--- config.mk ---
export PLATFORM = sky130hd
export DESIGN_NAME = if_stage
export DESIGN_NICKNAME = d
export VERILOG_FILES = /design/src/rtl/rv32i_types.sv /design/src/rtl/if_stage_reg.sv /design/src/rtl/if_stage.sv
export SDC_FILE = /design/constraint.sdc
export NUM_CORES = 1
export LEC_CHECK = 0
export ABC_AREA = 1
export BUFFER_PORTS_ARGS = -buffer_cell sky130_fd_sc_hd__buf_2
export CORE_UTILIZATION = 60
export DETAILED_ROUTE_END_ITERATION = 8
export PLACE_DENSITY = 0.85
export SETUP_SLACK_MARGIN = 0.4
export SLEW_MARGIN = 20
export SYNTH_ARGS = -nofsm -noshare
export SYNTH_HDL_FRONTEND = slang
export SYNTH_SLANG_ARGS = --single-unit
--- constraint.sdc ---
create_clock -name clk -period 2.7 [get_ports clk]
set_input_delay 0.27 -clock clk [delete_from_list [all_inputs] [get_ports clk]]
set_output_delay 0.27 -clock clk [all_outputs]
set_load 0.02 [all_outputs]
--- src/rtl/rv32i_types.sv ---
// rtl/rv32i_types.sv - shared RV32I fetch types, constants and helpers
package rv32i_types;

  typedef logic [31:0] rv32i_word;

  localparam rv32i_word PC_RESET  = 32'h0000_0060;
  localparam rv32i_word NOP_INSTR = 32'h0000_0013;

  typedef enum logic [1:0] {
    REQ,
    IDLE,
    DROP
  } fetch_state_t;

  // One fetched instruction with its PC; used for both the decode-facing
  // output register and the skid buffer.
  typedef struct packed {
    logic      valid;
    rv32i_word pc;
    rv32i_word instruction;
  } fetch_slot_t;

  function automatic rv32i_word next_pc(input rv32i_word pc);
    return pc + 32'd4;
  endfunction

endpackage

--- src/rtl/if_stage_reg.sv ---
// rtl/if_stage_reg.sv - generic load-enabled register with reset value
module if_stage_reg #(
  parameter int               WIDTH       = 32,
  parameter logic [WIDTH-1:0] RESET_VALUE = '0
) (
  input  logic             clk,
  input  logic             rst,
  input  logic             load,
  input  logic [WIDTH-1:0] d,
  output logic [WIDTH-1:0] q
);

  // Capture d when load is high; reset forces the configured value.
  always_ff @(posedge clk) begin
    if (rst) begin
      q <= RESET_VALUE;
    end else if (load) begin
      q <= d;
    end
  end

endmodule

--- src/rtl/if_stage.sv ---
// rtl/if_stage.sv - instruction fetch stage with skid buffer and redirect handling
module if_stage
  import rv32i_types::*;
(
  input  logic        clk,
  input  logic        rst,
  output logic [31:0] inst_addr,
  output logic        inst_read,
  input  logic        inst_resp,
  input  logic [31:0] inst_rdata,
  input  logic        stall,
  input  logic        redirect,
  input  logic [31:0] redirect_pc,
  output logic        id_valid,
  output logic [31:0] id_pc,
  output logic [31:0] id_instruction
);

  fetch_state_t state_q, state_d;
  rv32i_word    req_addr, addr_d;
  logic         addr_load;
  rv32i_word    target_q, target_d;
  fetch_slot_t  skid_q, skid_d;
  fetch_slot_t  id_q, id_d;

  // Address of the request currently presented to instruction memory.
  if_stage_reg #(
    .WIDTH      (32),
    .RESET_VALUE(PC_RESET)
  ) u_req_addr (
    .clk (clk),
    .rst (rst),
    .load(addr_load),
    .d   (addr_d),
    .q   (req_addr)
  );

  assign inst_addr      = req_addr;
  assign inst_read      = (state_q != IDLE);
  assign id_valid       = id_q.valid;
  assign id_pc          = id_q.pc;
  assign id_instruction = id_q.instruction;

  // State, redirect target, skid buffer and decode-facing bundle.
  always_ff @(posedge clk) begin
    if (rst) begin
      state_q  <= REQ;
      target_q <= '0;
      skid_q   <= '0;
      id_q     <= '{valid: 1'b0, pc: '0, instruction: NOP_INSTR};
    end else begin
      state_q  <= state_d;
      target_q <= target_d;
      skid_q   <= skid_d;
      id_q     <= id_d;
    end
  end

  // Next-state, fetch address and output-register update rules.
  always_comb begin
    state_d   = state_q;
    target_d  = target_q;
    skid_d    = skid_q;
    id_d      = id_q;
    addr_load = 1'b0;
    addr_d    = req_addr;

    // Redirect flushes everything buffered; otherwise an unstalled decode
    // sees a bubble unless an instruction is delivered below.
    if (redirect) begin
      id_d.valid   = 1'b0;
      skid_d.valid = 1'b0;
    end else if (!stall) begin
      id_d.valid = 1'b0;
    end

    case (state_q)
      REQ: begin
        if (inst_resp) begin
          addr_load = 1'b1;
          if (redirect) begin
            addr_d = redirect_pc;
          end else begin
            addr_d = next_pc(req_addr);
            if (!stall || !id_q.valid) begin
              id_d = '{valid: 1'b1, pc: req_addr, instruction: inst_rdata};
            end else begin
              skid_d  = '{valid: 1'b1, pc: req_addr, instruction: inst_rdata};
              state_d = IDLE;
            end
          end
        end else if (redirect) begin
          // Keep the memory address stable until the in-flight response lands.
          target_d = redirect_pc;
          state_d  = DROP;
        end
      end

      IDLE: begin
        if (redirect) begin
          addr_load = 1'b1;
          addr_d    = redirect_pc;
          state_d   = REQ;
        end else if (!stall) begin
          id_d         = '{valid: 1'b1, pc: skid_q.pc, instruction: skid_q.instruction};
          skid_d.valid = 1'b0;
          state_d      = REQ;
        end
      end

      DROP: begin
        if (redirect) begin
          target_d = redirect_pc;
        end
        if (inst_resp) begin
          addr_load = 1'b1;
          addr_d    = redirect ? redirect_pc : target_q;
          state_d   = REQ;
        end
      end

      default: begin
        state_d = REQ;
      end
    endcase
  end

endmodule
After elaboration in Yosys (flattened, before gate mapping). Cells that the tools add are included.

Register bits after elaboration: 195. Input port bits: 69. Output and inout port bits: 98. Word-level logic and storage cells: 66.

Add/subtract/negate cells: 1. Equal/unequal tests: 15. Muxes and demuxes: 27. Bitwise operators: 2. Reduce and logical (&&, ||, !) cells: 13.

Operators with widths (number): $mux W65 (5); $mux W32 (6); $pmux W65 S2 (1); $pmux W32 S3 (1); $pmux W32 S2 (1); $add A32 B3 Y32 const B (1); $ne A2 B2 Y1 const B (8); $mux W2 (7); $ne A3 B3 Y1 const B (4); $reduce_and A5 Y1 (2); $pmux W2 S3 (1); $reduce_and A6 Y1 (1); $mux W1 (4); $reduce_and A4 Y1 (1); $reduce_bool A2 Y1 (2); $reduce_bool A3 Y1 (1); $eq A2 B1 Y1 const B (1); $eq A2 B2 Y1 const B (1); $logic_not A1 Y1 (2); $logic_not A2 Y1 (1); $ne A2 B1 Y1 const B (1); $not A1 Y1 (2); $pmux W1 S2 (1); $reduce_and A2 Y1 (1); 2 further kinds (2).

Longest topological paths before layout.
Word-level depth: 6. Mapped depth: 12. Depth with buffers taken out: 12.

Hierarchy. A second synthesis with hierarchy kept.

Cell total of the unflattened synthesis: 1508. Area, all modules: 9846.9 µm².

Modules (own cells, without submodules): if_stage (instances 1, cells an instance 1308, area each 8516.9 µm², sequential area each 3263.1 µm²); if_stage_reg (instances 1, cells an instance 200, area each 1330.0 µm², sequential area each 640.6 µm²).

Least setup slack after synthesis. No wires, ideal clock.

Kind: register to register. Start point: register state_q[0]. End point: register u_req_addr.q[6]. Library setup time: 0.120 ns. Arrival time: 1.598 ns. Required time: 2.580 ns. Slack: 0.982 ns. Cell stages (with the launch flop): 12. Path buffers: 3. Path through: dfxtp_1 -> inv_1 -> ha_1 -> buf_4 -> inv_2 -> nor2_1 -> inv_1 -> nand3_2 -> buf_4 -> buf_4 -> a21oi_1 -> nand2_1.

Cells in the longest elaborated chain, start to end: 4. Elaborated cells between the ends (all ways): 11. Classes of those cells: 5 x eq/ne; 2 x mux; 4 x reduce/logical.

RTL lines: start, declared (line if_stage.sv:19) `fetch_state_t state_q, state_d;`; start signal, assigned (line if_stage.sv:52) `state_q <= state_d;`; $eq A2 B2 Y1 or $logic_not A2 Y1 (tied branches) (line if_stage.sv:77) `case (state_q)`; $reduce_or A2 Y1 (no line); $pmux W1 S2 (line if_stage.sv:77); $reduce_and A5 Y1 (no line); end signal, assigned (line if_stage_reg.sv:16) `q <= RESET_VALUE;`; end signal, assigned (line if_stage_reg.sv:18) `q <= d;`; end, declared (line if_stage_reg.sv:10) `output logic [WIDTH-1:0] q`.

Parallel ways exist; a longest one is shown, timed or not. A chain may end at the register's enable or synchronous reset.

Worst setup path in the final report.
Start point: register state_q[1]. End point: register id_q, in the netlist id_instruction[24].

Cells in the longest elaborated chain, start to end: 3. Elaborated cells between the ends (all ways): 10. Classes of those cells: 6 x eq/ne; 1 x mux; 3 x reduce/logical.

RTL lines: $eq A2 B1 Y1 or $logic_not A2 Y1 (tied branches) (line if_stage.sv:77); $ne A2 B2 Y1 (no line) or $reduce_bool A2 Y1 (tied branches); $reduce_and A6 Y1 (no line); end signal, assigned (line if_stage.sv:50) `id_q <= '{valid: 1'b0, pc: '0, instruction: NOP_INSTR};`; end signal, assigned (line if_stage.sv:55) `id_q <= id_d;`; end, declared (line if_stage.sv:24) `fetch_slot_t id_q, id_d;`.

Parallel ways exist; a longest one is shown, timed or not.

==> out/summary.txt <==
top cells by area, synth: dfxtp_1 (40%), nand2_1 (12%), nand3_1 (8.2%)
io pins: 167
Initial DRT Pass Iterations: 5
clock skew: 0.00945 ns
Mapped Area: 9700 um2
Tot Pwr: 9.34 mW
Worst-Skew Late Latency: 0.43 ns
Antenna Nets Post-Route: 0
max-cap violation count: 0
Post-Syn Instances: 1379
cell area power density: 843 nW/um2
largest area contributor in the netlist: dfxtp_1
CTS tree: done
clock-pin transition on the worst setup and hold timing paths: 0.07 ns
Root Buffer: clkbuf_16
number of remaining DRC errors: 0
RSZ-0062 raised after global routing: yes
final setup TNS: 0 ns
WL final: 27300 um
Slew headroom: 0.352
CTS Buffer Depth: 2
leakage power: 4.23 nW
post-CTS setup buffers: 0
minimum clock period: 2.14 ns
nets@finish: 1552
P&R area growth vs syn: 14.2%
share of layout cells above drive strength 1: 0.177
ant diodes: 0
vias per cell: 5.98
Startpoint Class: flip-flop
crit-path max FO: 46
Hold Vio Cnt, Final: 0
sequential area share after synthesis: 0.403
first-pass GRT wire length: 43800 um
Placed Area: 10500 um2
crit path DAT: 2.48 ns
Initial DRC Count: 1095
hold slack: 0.106 ns
commonest cells after routing, fill and taps aside: nand2_1 (302), dfxtp_1 (195), buf_2 (165)
distinct cell type count after synthesis: 36
GRT Max-Usage Layer: met2
Hold Crit Depth: 3
worst-margin pin slew: 0.972 ns
reg-to-reg critical path endpoint: id_instruction[24]
gr ovfl total: 0
Die Area: 16700 um2
R2R Setup Slk: 0.56 ns
Vias: 10200
GRT Resource Usage Total: 0.330
cell area after layout: 11100 um2
Avg Cell Area, Syn: 7.03 um2
# rows: 46
Die W: 129 um
Buffers on Ports: 166
core area: 15800 um2
Synth Warn #: 0
Worst R2R Path Depth: 8
syn nets: 1453
wire length per cell: 16.0 um
hold path start: inst_rdata[22]
clk sink count: 195
final setup fails: 0
largest net degree at the start of global routing: 84
htree depth: 4
Setup CP Type: reg2reg
IR drop worst, VDD: 0.515 mV
WHS Endpoint: skid_q[22]
CTS Buf Count: 17
Crit. End Element: flip-flop
Initial Utilization: 0.613
fmax: 466 MHz
Placer Congestion: 0.962
dpl hpwl: 18100 um
commonest non-fill, non-tap cell in the layout: nand2_1
vias in the first global route: 8743
period utilization: 0.794
antenna violations before repair: 0
GR Util met1: 0.468
Synth top area share: 0.403
grt met3 use: 0.0607
Final Slew Violations: 0
run status: finished clean
Worst R2R Start: state_q[1]
FF+latch count, synth: 195
GR Layer Usage met2: 0.510
Die H: 129 um
HP Class: in2reg
Critical Path RT: 3.03 ns
## how the worst max path moves through the flow
stage / to / slack, ns / start
2_1_floorplan: u_req_addr.q[6] / 0.98 / state_q[0]
3_3_place_gp: id_pc[9] / 0.60 / state_q[1]
3_5_place_dp: id_instruction[24] / 0.54 / state_q[0]
4_1_cts: id_instruction[24] / 0.51 / state_q[1]
5_1_grt: id_instruction[8] / 0.36 / state_q[1]
6_report: id_instruction[24] / 0.56 / state_q[1]
## synth_stat cells, drive strengths merged
cell and instances:
a31oi 26, a21boi 6, inv 51, a21oi 157, and2 3, a211oi 15
a311oi 50, clkbuf 52, o211ai 6, nor2 160, dfxtp 195, xnor2 2
ha 5, nand3b 5, a22oi 6, nand3 159, xor2 4, o21ai 102
o32ai 1, buf 57, o21bai 5, nand2 311, clkinv 1
## per-layer routing
| metal | vias to the layer above | routed length [um] |
|---|---|---|
| li1 | 4927 | - |
| met1 | 4659 | 11900 |
| met2 | 564 | 12300 |
| met3 | 48 | 2620 |
| met4 | 0 | 514 |
| met5 | - | 0 |
## area by class of cell
cell class                 instances  area, um2
fill                            1375       4750
tap                              216        270
clock inverter                    11        128
sequential                       195       3900
multi-input combinational       1023       5080
inverter                          52        195
timing repair buffer             189       1050
clock buffer                      20        447
## state kept, by name, summed over array words and instances, names as in the netlist
signal          cells
skid_q             64
target_q           32
id_pc              32
id_valid            1
u_req_addr.q       32
state_q             2
id_instruction     32
## worst max-delay path, cell delays in order, from the launching register on
cell,delay (ns)
dfxtp_1,0.43
inv_1,0.10
ha_1,0.27
nand2_1,0.14
nand3_1,0.15
nor2_4,0.31
buf_6,0.34
nor2_1,0.07
a311oi_1,0.22
## logic make-up (layout without fill, tap and decap cells)
kind of cell | count (synthesis) | count (layout) | synth area share
DFF | 195 | 195 | 0.403
AOI/OAI and AO/OA | 374 | 374 | 0.231
and+or+nand+nor | 638 | 638 | 0.281
xor gates and xnor gates | 6 | 6 | 0.00542
buffers and inverters | 161 | 272 | 0.0738
adders and majority gates | 5 | 5 | 0.00645
## where the power goes
group          switching (mW)  internal [mW]  leakage, nW
Combinational            2.07          0.979         2.36
Sequential              0.446           3.35         1.59
Clock                    1.10           1.39        0.285
Total                    3.62           5.72         4.23
## per-stage QoR
step	std cells	worst slack, ns	util
global route	1706	0.360	0.700
global placement	1675	0.598	0.663
detailed placement	1675	0.540	0.663
finish	1706	0.555	0.700
CTS	1706	0.512	0.699
floorplan	1379	0.982	-
## what timing repair did
item                       4_1_cts  5_1_grt
gates resized for setup          0        4
setup endpoints to repair        0       55
hold buffers                     0        0
hold endpoints to repair         0        0
(Power assumes the default switching activity.)
